## src/rtl/hazard_unit_md_pkg.sv

```systemverilog
// Shared definitions for the hazard unit with multi-cycle multiply/divide
// scoreboarding: default register-address width and forwarding-select codes.
package hazard_unit_md_pkg;

    localparam int REG_AW = 5;

    // Forwarding mux select for the EX-stage ALU operands
    localparam logic [1:0] FWD_RF = 2'b00;  // value from the register file
    localparam logic [1:0] FWD_W  = 2'b01;  // value from the writeback stage
    localparam logic [1:0] FWD_M  = 2'b10;  // value from the memory stage

    // Register 0 is hardwired to zero and never creates a dependency
    localparam logic [REG_AW-1:0] REG_ZERO = '0;

endpackage

```

## src/rtl/hazard_unit_md_md_scoreboard.sv

```systemverilog
// Scoreboard for the single non-pipelined multiply/divide unit. Tracks
// occupancy, the cycles left until the result is written and its
// destination register. Issue and completion may coincide (back-to-back).
module md_scoreboard #(
    parameter int REG_AW     = 5,
    parameter int MD_LATENCY = 4,
    parameter int CNT_W      = 4
) (
    input  logic              clk,
    input  logic              reset,
    input  logic              MdStartE,
    input  logic [REG_AW-1:0] WriteRegE,
    output logic              MdBusy,
    output logic              MdWriteback,
    output logic [REG_AW-1:0] MdWriteReg
);

    localparam logic [CNT_W-1:0] CNT_LOAD = CNT_W'(MD_LATENCY - 1);

    logic              busyReg;
    logic [CNT_W-1:0]  cntReg;
    logic [REG_AW-1:0] destReg;

    // Issue reloads the scoreboard, otherwise count down and retire at zero
    always_ff @(posedge clk) begin
        if (reset) begin
            busyReg <= 1'b0;
            cntReg  <= '0;
            destReg <= '0;
        end else if (MdStartE) begin
            busyReg <= 1'b1;
            cntReg  <= CNT_LOAD;
            destReg <= WriteRegE;
        end else if (busyReg) begin
            if (cntReg != '0) begin
                cntReg <= cntReg - 1'b1;
            end else begin
                busyReg <= 1'b0;
            end
        end
    end

    assign MdBusy      = busyReg;
    // The result lands during the last busy cycle, when the count has run out
    assign MdWriteback = busyReg && (cntReg == '0);
    // Destination stays visible after completion until the next issue
    assign MdWriteReg  = destReg;

endmodule

```

## src/rtl/hazard_unit_md.sv

```systemverilog
// Hazard unit for the 5-stage pipeline: EX and branch forwarding, load-use
// and branch-operand stalls, plus RAW/structural stalls against the
// multi-cycle multiply/divide unit tracked by md_scoreboard.
module hazard_unit_md #(
    parameter int REG_AW     = hazard_unit_md_pkg::REG_AW,
    parameter int MD_LATENCY = 4,
    parameter int CNT_W      = 4
) (
    input  logic              clk,
    input  logic              reset,
    input  logic              RegWriteE,
    input  logic              RegWriteM,
    input  logic              RegWriteW,
    input  logic              MemtoRegM,
    input  logic              MemReadE,
    input  logic [REG_AW-1:0] WriteRegE,
    input  logic [REG_AW-1:0] WriteRegM,
    input  logic [REG_AW-1:0] WriteRegW,
    input  logic [REG_AW-1:0] RsE,
    input  logic [REG_AW-1:0] RtE,
    input  logic [REG_AW-1:0] RsD,
    input  logic [REG_AW-1:0] RtD,
    input  logic              BranchD,
    input  logic              MdOpD,
    input  logic              MdStartE,
    output logic [1:0]        ForwardAE,
    output logic [1:0]        ForwardBE,
    output logic              ForwardAD,
    output logic              ForwardBD,
    output logic              StallF,
    output logic              StallD,
    output logic              FlushE,
    output logic              MdBusy,
    output logic              MdWriteback,
    output logic [REG_AW-1:0] MdWriteReg
);

    import hazard_unit_md_pkg::*;

    md_scoreboard #(
        .REG_AW     (REG_AW),
        .MD_LATENCY (MD_LATENCY),
        .CNT_W      (CNT_W)
    ) u_md_scoreboard (
        .clk         (clk),
        .reset       (reset),
        .MdStartE    (MdStartE),
        .WriteRegE   (WriteRegE),
        .MdBusy      (MdBusy),
        .MdWriteback (MdWriteback),
        .MdWriteReg  (MdWriteReg)
    );

    // Index 0 is the Rs operand, index 1 the Rt operand
    logic [1:0][REG_AW-1:0] srcE;
    logic [1:0][REG_AW-1:0] srcD;
    logic [1:0][1:0]        fwdE;
    logic [1:0]             fwdD;
    logic [1:0]             lwHit;
    logic [1:0]             brHit;
    logic [1:0]             rawHit;
    logic                   mdPending;
    logic                   lwStall;
    logic                   brStall;
    logic                   mdRaw;
    logic                   mdStruct;
    logic                   stall;

    assign srcE = {RtE, RsE};
    assign srcD = {RtD, RsD};

    // In the writeback cycle the result reaches the register file through the
    // W path (write-first), so only the cycles before it block a reader
    assign mdPending = MdBusy && !MdWriteback;

    genvar gi;
    generate
        for (gi = 0; gi < 2; gi++) begin : g_operand
            // EX operand forwarding, youngest producer (M) wins over W
            assign fwdE[gi] = (RegWriteM && (WriteRegM != '0) && (WriteRegM == srcE[gi])) ? FWD_M :
                              (RegWriteW && (WriteRegW != '0) && (WriteRegW == srcE[gi])) ? FWD_W :
                              FWD_RF;

            // Branch comparator operand taken from the M-stage ALU result
            assign fwdD[gi] = RegWriteM && (srcD[gi] != '0) && (srcD[gi] == WriteRegM);

            assign lwHit[gi] = (WriteRegE == srcD[gi]);

            // Branch operand still being computed in E, or being loaded in M
            assign brHit[gi] = (RegWriteE && (WriteRegE != '0) && (WriteRegE == srcD[gi])) ||
                               (MemtoRegM && (WriteRegM != '0) && (WriteRegM == srcD[gi]));

            // Decode reads a register the MD unit is issuing to or still computing
            assign rawHit[gi] = (srcD[gi] != '0) &&
                                ((MdStartE && (WriteRegE == srcD[gi])) ||
                                 (mdPending && (MdWriteReg == srcD[gi])));
        end
    endgenerate

    assign ForwardAE = fwdE[0];
    assign ForwardBE = fwdE[1];
    assign ForwardAD = fwdD[0];
    assign ForwardBD = fwdD[1];

    assign lwStall  = MemReadE && (WriteRegE != '0) && (|lwHit);
    assign brStall  = BranchD && (|brHit);
    assign mdRaw    = |rawHit;
    // Only one MD op may be in flight; a second one waits in decode
    assign mdStruct = MdOpD && (mdPending || MdStartE);

    assign stall  = lwStall || brStall || mdRaw || mdStruct;
    assign StallF = stall;
    assign StallD = stall;
    assign FlushE = stall;

endmodule

```

## config.mk

```make
export PLATFORM = sky130hd
export DESIGN_NAME = hazard_unit_md
export DESIGN_NICKNAME = d
export VERILOG_FILES = /design/src/rtl/hazard_unit_md_pkg.sv /design/src/rtl/hazard_unit_md_md_scoreboard.sv /design/src/rtl/hazard_unit_md.sv
export SDC_FILE = /design/constraint.sdc
export NUM_CORES = 1
export LEC_CHECK = 0
export BUFFER_PORTS_ARGS = -buffer_cell sky130_fd_sc_hd__buf_2
export CORE_MARGIN = 5
export CORE_UTILIZATION = 50
export CTS_BUF_LIST = sky130_fd_sc_hd__clkbuf_2 sky130_fd_sc_hd__clkbuf_4 sky130_fd_sc_hd__clkbuf_8
export DETAILED_ROUTE_END_ITERATION = 8
export PLACE_DENSITY_LB_ADDON = 0.15
export SLEW_MARGIN = 20
export SYNTH_ARGS = -nofsm -noshare
export SYNTH_HDL_FRONTEND = slang
export SYNTH_SLANG_ARGS = --single-unit
```

## constraint.sdc

```tcl
create_clock -name clk -period 5.1 [get_ports clk]
set_input_delay 1.02 -clock clk [delete_from_list [all_inputs] [get_ports clk]]
set_output_delay 1.02 -clock clk [all_outputs]
set_load 0.01 [all_outputs]
```

# Word-level counts from Yosys, hierarchy flattened
# Cells that the tools add are included.
[op_classes]
add_sub_neg = 1
eq_ne = 12
muxes = 10
n_reduce_logical = 52
[op_table]
columns = ["cell", "n"]
rows = [
  ["$eq A5 B5 Y1", 12],
  ["$logic_and A1 B1 Y1", 28],
  ["$reduce_bool A5 Y1", 5],
  ["$mux W2", 5],
  ["$logic_or A1 B1 Y1", 8],
  ["$reduce_or A2 Y1", 4],
  ["$mux W1", 5],
  ["$logic_not A4 Y1", 1],
  ["$reduce_and A2 Y1", 2],
  ["$reduce_bool A2 Y1", 2],
  ["$reduce_bool A4 Y1", 1],
  ["$sub A4 B1 Y4 const B", 1],
  ["$logic_not A1 Y1", 1],
]
[word_totals]
reg_bits = 10
in_bits = 45
output_inout_bits = 16
wordCells = 79

# Longest topological paths before layout
# Gate-level depths: netlist of run 1.
[depth]
ltp_word = 10
depth_mapped = 7
depth_no_buf = 6

# Cells and area by module
# From an unflattened synthesis of run 1, not the netlist that was laid out.
[unflattened]
hier_cells = 145
area_unflattened_um2 = 1162.4
[modules_own_cells]
columns = ["mod", "instances", "cells_each", "area_per_inst_um2", "seq_area_each_um2"]
rows = [
  ["hazard_unit_md", 1, 100, 733.2, 0.0],
  ["md_scoreboard", 1, 45, 429.2, 200.2],
]

# Worst setup path after synthesis of run 1
# Ideal clock, no wire load.
[synth_timing]
path_type = "input port to output port"
startpoint = "input RsD[1]"
endpoint = "output StallD"
t_arrival_ns = 2.597
required_time_ns = 4.080
setup_slack_ns = 1.483
path_stages = 6
n_path_buf = 1
path_cell_list = "or4_1 nor2_2 nor4_1 o31a_1 a2111o_1 buf_4"
[synth_via]
elab_chain_len = 8
elab_cells_between_ends = 19
classes_between = "eq/ne: 3; reduce/logical: 16"
[synth_rtl]
columns = ["item", "line", "rtl"]
rows = [
  ["start, declared", "hazard_unit_md.sv:21", "input logic [REG_AW-1:0] RsD,"],
  ["$eq A5 B5 Y1, on equally long branches", "--", ""],
  ["$logic_and A1 B1 Y1, on equally long branches", "hazard_unit_md.sv:90, hazard_unit_md.sv:91", ""],
  ["$logic_or A1 B1 Y1", "hazard_unit_md.sv:90", "assign brHit[gi] = (RegWriteE && (WriteRegE != '0) && (WriteRegE == srcD[gi])) ||"],
  ["$reduce_or A2 Y1", "hazard_unit_md.sv:106", "assign brStall = BranchD && (|brHit);"],
  ["$logic_and A1 B1 Y1", "hazard_unit_md.sv:106", ""],
  ["$logic_or A1 B1 Y1", "hazard_unit_md.sv:111", "assign stall = lwStall || brStall || mdRaw || mdStruct;"],
  ["$logic_or A1 B1 Y1 * (2 in series)", "hazard_unit_md.sv:111", ""],
  ["end, declared", "hazard_unit_md.sv:31", "output logic StallD,"],
]
# Mark *: on every way between the ends. The rest lies on a longest branch, timed or not.

# Final worst setup path of run 1
[layout_timing]
startpoint = "input RtD[1]"
endpoint = "output FlushE"
[layout_via]
elab_chain_len = 8
elab_cells_between_ends = 19
classes_between = "eq/ne: 3; reduce/logical: 16"
[layout_rtl]
columns = ["item", "line", "rtl"]
rows = [
  ["start, declared", "hazard_unit_md.sv:22", "input logic [REG_AW-1:0] RtD,"],
  ["$eq A5 B5 Y1, on equally long branches", "--", ""],
  ["$logic_and A1 B1 Y1, on equally long branches", "hazard_unit_md.sv:90, hazard_unit_md.sv:91", ""],
  ["$logic_or A1 B1 Y1", "hazard_unit_md.sv:90", ""],
  ["$reduce_or A2 Y1", "hazard_unit_md.sv:106", ""],
  ["$logic_and A1 B1 Y1", "hazard_unit_md.sv:106", ""],
  ["$logic_or A1 B1 Y1", "hazard_unit_md.sv:111", ""],
  ["$logic_or A1 B1 Y1 * (2 in series)", "hazard_unit_md.sv:111", ""],
  ["end, declared", "hazard_unit_md.sv:32", "output logic FlushE,"],
]
# Marked as above.

==> results of run 1 <==
[stage by stage]
step / hold slack [ns] / instance area (µm²) / setup slack [ns] / power, W / std cells
after floorplan: 0.477 / 1130 / 1.48 / 0.000153 / 141
after global placement: 0.499 / 1420 / 1.38 / 0.000192 / 220
after detailed placement: 0.515 / 1420 / 1.28 / 0.000195 / 220
after CTS: 0.541 / 1460 / 1.28 / 0.000266 / 224
after global routing: 0.586 / 1460 / 1.21 / 0.000282 / 224
final: 0.530 / 1460 / 1.27 / 0.000264 / 224
[cells in the mapped netlist (2+ instances only)]
cell type | n | share of area, %
a211oi_1 | 2 | 1.3
buf_4 | 2 | 1.3
clkbuf_1 | 6 | 2.0
dfxtp_1 | 10 | 18
inv_1 | 3 | 1.0
mux2i_1 | 5 | 4.4
nand2_1 | 3 | 1.0
nand3_1 | 8 | 3.6
nor2_1 | 15 | 5.0
nor3_1 | 7 | 3.1
nor4_1 | 6 | 3.3
or4_1 | 7 | 4.7
xnor2_1 | 23 | 18
xor2_1 | 30 | 23
[critical path, delay by kind of cell]
family / cells / cell delay (ns)
AO/OA/AOI/OAI: 2 / 0.68
buffers and inverters: 2 / 0.30
AND/OR/NAND/NOR: 3 / 0.81
[layout by cell type (no fill, tap or decap)]
cell	instances
clkbuf_4	3
inv_1	3
nor2_2	1
a2111o_1	1
a211oi_1	2
or4_1	7
nand3_1	8
nor3_1	7
nor4_1	6
and3b_2	1
o31a_1	1
a21oi_1	1
and3b_1	1
buf_2	60
xnor2_1	23
nand2_1	3
dfxtp_1	10
and3_1	1
a21bo_2	1
xor2_1	30
clkbuf_8	1
o21ai_0	1
a21boi_0	1
o2111a_1	1
o221ai_1	1
mux2i_1	5
ha_1	1
nor2_1	15
[worst max-delay path by stage]
stage	startpoint	to	slack (ns)
floorplan	RsD[1]	StallD	1.48
global placement	RsD[1]	StallF	1.38
detailed placement	RtD[1]	StallF	1.28
CTS	RtD[1]	StallF	1.28
global route	RtD[1]	FlushE	1.21
finish	RtD[1]	FlushE	1.27
[flip-flops by register name (all words and copies together), names as in the netlist]
name                        count
u_md_scoreboard.MdBusy          1
u_md_scoreboard.cntReg          4
u_md_scoreboard.MdWriteReg      5
[final cells by class]
| cell class | count | area share, % |
|---|---|---|
| Inverter | 3 | 0.773 |
| Tap cell | 28 | 2.41 |
| Sequential cell | 10 | 13.7 |
| Multi-Input combinational cell | 119 | 60.0 |
| Timing Repair Buffer | 60 | 20.6 |
| Clock buffer | 4 | 2.49 |
[kinds of logic after synthesis]
kind of cell             count (synthesis)  share of synthesized area, %
multiplexers                             5                          4.44
flip-flops                              10                          17.8
adder cells (fa/ha/maj)                  1                          1.11
XOR/XNOR                                53                          41.2
AND/OR/NAND/NOR                         50                          23.4
buffers and inverters                   12                          4.67
AO/OA/AOI/OAI                           10                          7.33
[per-layer routing]
metal | up-vias | global-route usage, %
li1 | 600 | -
met1 | 560 | 25.0
met2 | 51 | 31.8
met3 | 8 | 3.62
met4 | 0 | 6.95
met5 | - | 0
[report_power, final]
part | internal (W) | total (W) | leakage [nW] | switching [W]
Combinational | 0.0000505 | 0.000106 | 0.586 | 0.0000555
Clock | 0.0000433 | 0.0000699 | 0.0210 | 0.0000266
Sequential | 0.0000830 | 0.0000879 | 0.0826 | 0.00000492
Total | 0.000177 | 0.000264 | 0.689 | 0.0000870
==> results.cfg, run 1 <==
[worst_setup_path]
rr_startpoint = u_md_scoreboard.cntReg[0]$_SDFFE_PP0P_
reg2reg_depth = 6
r2r_end = u_md_scoreboard.cntReg[2]$_SDFFE_PP0P_
crit_chain = buf_2 -> or4_1 -> nor2_1 -> nor4_1 -> o31a_1 -> a2111o_1 -> buf_2
rrSetupSlack_ns = 3.39
worst-endpoint-required_ns = 4.08
slowest_stage = or4_1
crit_type = in2out
critPathMaxFanout = 4
cp-end-kind = output port
start_kind = primary input
cp.arrival_ns = 2.81
crit_path_max_incr_delay_ns = 0.53
crit_top_cell = buf_2

[worst_hold_path]
hold_path.class = reg2reg
hold_depth = 2
min_from = u_md_scoreboard.cntReg[1]$_SDFFE_PP0P_
min_to = u_md_scoreboard.cntReg[1]$_SDFFE_PP0P_

[sta]
drv_slew = 0
fin_crit_ns = 3.83
finalSetupViolCount = 0
max_slew.worst_pin.slew_ns = 0.644
relSlewSlack_pct = 56.7
fmax_ghz = 0.261
rsz0062_at_grt = no
finClkSkew_ns = 0.0000365
finalHoldViolCount = 0
fin_tns_setup_ns = 0
fin_crit_sh_pct = 75.1

[power]
ir_worst_vdd_mv = 0.151
cellPowerDensity_nw_per_um2 = 181
power_leakage_nw = 0.689

[finish]
multiInputGateArea_um2 = 873
seq_area_um2 = 200
nNetsFinal = 243
post-route-util_pct = 66.5
fillers = 199
drive_above_1_share_pct = 34.2
syn_to_final_growth_pct = 29.3
diodes = 0

[synth]
synthFlopType = dfxtp_1
synth_seq_cells = 10
synth_cell_type_count = 28
synth-async-reset-ratio_pct = 0
netlist_area_um2 = 1130
synth_area_per_cell_um2 = 7.99
synth_fp_nets = 187
ys_warn_count = 0
synth_edf_count = 0
seq_area_frac_synth_pct = 17.8
synthCells = 141

[global_routing]
grt_pass1_wl_um = 5180
grt_max_degree = 12
grt-ovfl-total = 0
antenna_found_initial = 0
grt_pass1_vias = 1188
grt_use_total_pct = 19.3

[clocking]
clk_pin_slew_ns = 0.07
cts_resized = 0
insertion_delay_ns = 0.27
cts-root-buf = clkbuf_4
clk_path_buf_depth = 2
cts_setup_buffers = 0
clock-sinks = 10
cts-buffers-inserted = 3
htreeDepth = 1
cts_tree = built
cts_hold_buf = 0

[floorplanning]
dieArea_um2 = 3300
die_w_um = 57.5
placeableCoreArea_um2 = 2190
die_h_um = 57.5
start_util_pct = 51.4
num_rows = 17
ios = 61

[run]
drv_cap = 0

[place]
numPortBuffers = 60
hpwlAfterDp_um = 2710
gp_congestion = 0.970

[routing]
met1_length_um = 1350
viasPerCell = 5.44
wl_met2_um = 1540
top_layer = met4
wl_um = 3210
routedWlPerCell_um = 14.3
initialDrtViolationCount = 19
final_antenna_net_count = 0
first_pass_iters = 4
drcViolationCount = 0
wl_met3_um = 267
num_vias = 1219

[outcome]
status = finished, final reports clean
Power figures use the tool's default switching activity.
==> run 2, diff against run 1 <==
--- a/config.mk
+++ b/config.mk
@@ -5,9 +5,10 @@
 export SDC_FILE = /design/constraint.sdc
 export NUM_CORES = 1
 export LEC_CHECK = 0
+export ABC_AREA = 1
 export BUFFER_PORTS_ARGS = -buffer_cell sky130_fd_sc_hd__buf_2
 export CORE_MARGIN = 5
-export CORE_UTILIZATION = 50
+export CORE_UTILIZATION = 43
 export CTS_BUF_LIST = sky130_fd_sc_hd__clkbuf_2 sky130_fd_sc_hd__clkbuf_4 sky130_fd_sc_hd__clkbuf_8
 export DETAILED_ROUTE_END_ITERATION = 8
 export PLACE_DENSITY_LB_ADDON = 0.15
==> constraint.sdc (replaced) <==
create_clock -name clk -period 3.4 [get_ports clk]
set_input_delay 0.68 -clock clk [delete_from_list [all_inputs] [get_ports clk]]
set_output_delay 0.68 -clock clk [all_outputs]
set_load 0.01 [all_outputs]
==> results.cfg, run 2 <==
[worst_setup_path]
rr_startpoint = u_md_scoreboard.cntReg[0]$_SDFFE_PP0P_
crit_chain = inv_1 -> ha_1 -> nand2_1 -> nand2_1 -> nor2_1 -> nand3_1 -> nand2_1 -> nand2_1 -> nand2_1 -> nor2_1 -> nand2_1 -> buf_2
critPathMaxFanout = 7
rrSetupSlack_ns = 1.95
worst-endpoint-required_ns = 2.72
slowest_stage = dfxtp_1
crit_path_max_incr_delay_ns = 0.37
cp-endpoint = FlushE
crit_path_start = u_md_scoreboard.cntReg[0]$_SDFFE_PP0P_
r2r_end = u_md_scoreboard.cntReg[0]$_SDFFE_PP0P_
reg2reg_depth = 7
cp.arrival_ns = 1.83
cp-end-kind = output port
crit_top_cell = nand2_1
start_kind = flip-flop
crit_type = reg2out

[clocking]
cts_hold_buf = 0
htreeDepth = 1
clk_pin_slew_ns = 0.07
cts_tree = built
clock-sinks = 10
cts-buffers-inserted = 3
cts_resized = 0
clk_path_buf_depth = 2
cts-root-buf = clkbuf_4
cts_setup_buffers = 0
insertion_delay_ns = 0.26

[synth]
synth_common_cells = nand2_1 (55), nor2_1 (25), xnor2_1 (22), inv_1 (20), xor2_1 (20)
synth-async-reset-ratio_pct = 0
synthCells = 210
synth_edf_count = 0
netlist_area_um2 = 1260
synth_top_area_cell = nand2_1
ys_warn_count = 0
yosysMostFrequentCell = nand2_1
synth_fp_nets = 256
synth_area_leaders = nand2_1 (16%), dfxtp_1 (16%), xnor2_1 (15%), xor2_1 (14%), nor2_1 (7.4%)
synth_cell_type_count = 22
synth_top_area_share_pct = 16.3
synth_seq_cells = 10
synthFlopType = dfxtp_1
seq_area_frac_synth_pct = 15.8
synth_area_per_cell_um2 = 6.02

[routing]
routedWlPerCell_um = 12.0
num_vias = 1423
first_pass_iters = 4
drcViolationCount = 0
final_antenna_net_count = 0
viasPerCell = 4.79
initialDrtViolationCount = 115
wl_um = 3560

[power]
clockPowerShare_pct = 25.2
internal_power_w = 0.000269
cellPowerDensity_nw_per_um2 = 262
power_leakage_nw = 0.877
p_sw_w = 0.000150
pwr-share-comb_pct = 42.7
ir_worst_vdd_mv = 0.200
pwr-share-seq_pct = 32.1
swShare_pct = 35.8

[place]
numPortBuffers = 60
hpwlAfterDp_um = 3030
gp_congestion = 0.856

[floorplanning]
start_util_pct = 45.4
placeableCoreArea_um2 = 2780
num_rows = 19
dieArea_um2 = 4120
die_h_um = 64.2
die_w_um = 64.2
ios = 61

[sta]
holdWs_ns = 0.484
fin_crit_sh_pct = 73.7
drv_slew = 0
fmax_ghz = 0.399
fin_tns_setup_ns = 0
rsz0062_at_grt = no
finClkSkew_ns = 0.00392
fin_crit_ns = 2.51
finalHoldViolCount = 0
finalSetupViolCount = 0
max_slew.worst_pin.slew_ns = 0.272
relSlewSlack_pct = 81.7

[finish]
final_cell_mix = buf_2 (60), nand2_1 (55), nor2_1 (25)
largest_reg_flops = 5
diodes = 0
fillers = 295
nNetsFinal = 313
layout_commonest_cell = buf_2
syn_to_final_growth_pct = 26.2
drive_above_1_share_pct = 26.7

[global_routing]
grt_use_total_pct = 17.3
grt_pass1_vias = 1379
grt_pass1_wl_um = 5950
grt-ovfl-total = 0
antenna_found_initial = 0
grt_max_degree = 15

[worst_hold_path]
hold_path.class = reg2reg
hold_depth = 2

[run]
drv_cap = 0

[outcome]
status = finished, final reports clean
run 2: routing by layer:
layer  share of wire [%]  wire length, µm  GRT usage [%]
met4                0.37               13           4.83
met3                 8.2              293           3.85
met1                  49             1730           24.2
met2                  43             1520           26.5
met5                   0                0              0
run 2: metrics by stage:
step / cell area [µm²] / power, W / std cells / setup WS, ns / util [%]
3_5_place_dp: 1560 / 0.000315 / 293 / 1.02 / 56.1
6_report: 1600 / 0.000419 / 297 / 0.895 / 57.4
5_1_grt: 1600 / 0.000456 / 297 / 0.675 / 57.4
2_1_floorplan: 1260 / 0.000250 / 210 / 1.10 / -
3_3_place_gp: 1560 / 0.000315 / 293 / 0.975 / 56.1
4_1_cts: 1600 / 0.000423 / 297 / 0.871 / 57.4
run 2: cell type report:
type | count | area (µm²) | share of cell area (%)
Clock buffer | 4 | 36.3 | 2.27
Sequential cell | 10 | 200 | 12.5
Tap cell | 31 | 38.8 | 2.43
Timing Repair Buffer | 60 | 300 | 18.8
Inverter | 24 | 90.1 | 5.65
Multi-Input combinational cell | 168 | 930 | 58.3
run 2: logic make-up (layout without fill, tap and decap cells):
family          count (synthesis)  after routing  share of synthesized area (%)
simple gates                  109            109                           36.9
compound gates                 16             16                           6.53
fa+ha+maj                       1              1                          0.990
buf+inv                        32             88                           10.6
flops                          10             10                           15.8
xor+xnor                       42             42                           29.1
run 2: worst max-delay path, delay by kind of cell, from the launching register on:
kind,cells,cell delay [ns]
simple gates,9,0.75
flops,1,0.37
fa+ha+maj,1,0.24
buf+inv,2,0.20
run 2: how the worst min path moves through the flow:
stage | from | to | slack (ns)
2_1_floorplan | u_md_scoreboard.cntReg[1]$_SDFFE_PP0P_ | u_md_scoreboard.cntReg[1]$_SDFFE_PP0P_ | 0.45
5_1_grt | u_md_scoreboard.cntReg[1]$_SDFFE_PP0P_ | u_md_scoreboard.cntReg[1]$_SDFFE_PP0P_ | 0.52
6_report | u_md_scoreboard.cntReg[1]$_SDFFE_PP0P_ | u_md_scoreboard.cntReg[1]$_SDFFE_PP0P_ | 0.48
3_3_place_gp | u_md_scoreboard.cntReg[1]$_SDFFE_PP0P_ | u_md_scoreboard.cntReg[1]$_SDFFE_PP0P_ | 0.47
4_1_cts | u_md_scoreboard.cntReg[1]$_SDFFE_PP0P_ | u_md_scoreboard.cntReg[1]$_SDFFE_PP0P_ | 0.48
3_5_place_dp | u_md_scoreboard.cntReg[1]$_SDFFE_PP0P_ | u_md_scoreboard.cntReg[1]$_SDFFE_PP0P_ | 0.47
run 2: power by group through the flow:
stage	combinational (W)	sequential (W)	clock, W
2_1_floorplan	0.000112	0.000138	0
3_3_place_gp	0.000178	0.000137	0
3_5_place_dp	0.000178	0.000137	0
4_1_cts	0.000179	0.000134	0.000109
5_1_grt	0.000202	0.000136	0.000118
6_report	0.000179	0.000134	0.000105
==> run 3, diff against run 2 <==
--- a/config.mk
+++ b/config.mk
@@ -8,7 +8,7 @@
 export ABC_AREA = 1
 export BUFFER_PORTS_ARGS = -buffer_cell sky130_fd_sc_hd__buf_2
 export CORE_MARGIN = 5
-export CORE_UTILIZATION = 43
+export CORE_UTILIZATION = 48
 export CTS_BUF_LIST = sky130_fd_sc_hd__clkbuf_2 sky130_fd_sc_hd__clkbuf_4 sky130_fd_sc_hd__clkbuf_8
 export DETAILED_ROUTE_END_ITERATION = 8
 export PLACE_DENSITY_LB_ADDON = 0.15
==> constraint.sdc (replaced) <==
create_clock -name clk -period 2.5 [get_ports clk]
set_input_delay 0.5 -clock clk [delete_from_list [all_inputs] [get_ports clk]]
set_output_delay 0.5 -clock clk [all_outputs]
set_load 0.01 [all_outputs]
==> results.cfg, run 3 (synthesized netlist as in run 2, its figures left out) <==
[run]
drv_cap = 0

[clocking]
clk_path_buf_depth = 2
cts_hold_buf = 0
cts-buffers-inserted = 3
cts_tree = built
clock-sinks = 10
cts-root-buf = clkbuf_4
cts_setup_buffers = 0
cts_resized = 0
htreeDepth = 1
clk_pin_slew_ns = 0.06
insertion_delay_ns = 0.26

[worst_setup_path]
cp-end-kind = output port
critPathMaxFanout = 7
start_kind = flip-flop
cp.arrival_ns = 1.76
worst-endpoint-required_ns = 2.00
crit_type = reg2out

[sta]
holdWs_ns = 0.439
finClkSkew_ns = 0.000338
drv_slew = 0
finalHoldViolCount = 0
rsz0062_at_grt = no
fin_crit_ns = 2.26
fin_tns_setup_ns = 0
finalSetupViolCount = 0
fmax_ghz = 0.443
fin_crit_sh_pct = 90.4
relSlewSlack_pct = 81.6
layout_setup_ws_ns = 0.241
max_slew.worst_pin.slew_ns = 0.274

[routing]
final_antenna_net_count = 0
viasPerCell = 4.82
initialDrtViolationCount = 45
first_pass_iters = 4
num_vias = 1422
drcViolationCount = 0
routedWlPerCell_um = 11.4
wl_um = 3360

[global_routing]
grt_use_total_pct = 18.0
grt_pass1_vias = 1220
antenna_found_initial = 0
grt-ovfl-total = 0
grt_pass1_wl_um = 5160
grt_max_degree = 15

[finish]
fillers = 268
final_cell_mix = buf_2 (60), nand2_1 (54), nor2_1 (25)
post-route-util_pct = 63.3
diodes = 0
layout_commonest_cell = buf_2
syn_to_final_growth_pct = 25.2
largest_reg_flops = 5
drive_above_1_share_pct = 26.8
nNetsFinal = 313

[floorplanning]
start_util_pct = 50.6
num_rows = 18
ios = 61
die_w_um = 61.3
dieArea_um2 = 3760
placeableCoreArea_um2 = 2500
die_h_um = 61.3

[place]
gp_congestion = 0.887
hpwlAfterDp_um = 2890
numPortBuffers = 60
place_ws_ns = 0.476

[outcome]
status = finished, final reports clean

[power]
cellPowerDensity_nw_per_um2 = 336
power_leakage_nw = 0.870
ir_worst_vdd_mv = 0.462

[worst_hold_path]
hold_path.class = in2reg
run 3: changes by cell type in the layout (fill, tap and decap cells not counted), sizes merged:
cell	delta
clkbuf	-1
run 3: path summary, 6_finish.rpt:
check	start	end	slack [ns]	cells after the start
setup / recovery	u_md_scoreboard.cntReg[0]$_SDFFE_PP0P_	StallF	0.24	12
hold / removal	reset	u_md_scoreboard.cntReg[0]$_SDFFE_PP0P_	0.44	2
setup reg to reg	u_md_scoreboard.cntReg[0]$_SDFFE_PP0P_	u_md_scoreboard.cntReg[3]$_SDFFE_PP0P_	1.14	6
hold reg to reg	u_md_scoreboard.cntReg[1]$_SDFFE_PP0P_	u_md_scoreboard.cntReg[1]$_SDFFE_PP0P_	0.49	2
run 3: power breakdown:
group	internal, W	switching, W
clock	0.0000554	0.0000509
sequential	0.000171	0.0000118
combinational	0.000107	0.000135
total	0.000333	0.000198
run 3: worst max-delay path: stages (launching register included):
cell	delay (ns)
dfxtp_1	0.36
inv_1	0.07
ha_1	0.22
nand2_1	0.10
nand2_2	0.11
nor2_1	0.11
nand3_1	0.09
nand2_1	0.07
nand2_1	0.04
nand2_1	0.06
nor2_1	0.04
nand2_1	0.08
buf_2	0.14
run 3: final cells by class:
class	instances	area, µm²	area share [%]
well taps	30	37.5	2.37
inverters	24	90.1	5.69
flip-flops and latches	10	200	12.6
multi-input cells	168	932	58.9
repair buffers	60	300	19.0
clock buffers	3	22.5	1.42
run 3: routing by layer:
layer / vias to the layer above / track usage, % / part of all wire (%)
met3: 0 / 4.82 / 10
met5: - / 0 / 0
li1: 766 / - / -
met1: 606 / 23.6 / 44
met4: 0 / 2.79 / 0
met2: 50 / 30.2 / 46
run 3: stage by stage:
stage | total power (W) | instance area (µm²) | std cells
finish | 0.000531 | 1580 | 295
global route | 0.000574 | 1580 | 295
CTS | 0.000535 | 1580 | 295
detailed placement | 0.000427 | 1560 | 292
global placement | 0.000426 | 1560 | 292
floorplan | 0.000340 | 1260 | 210
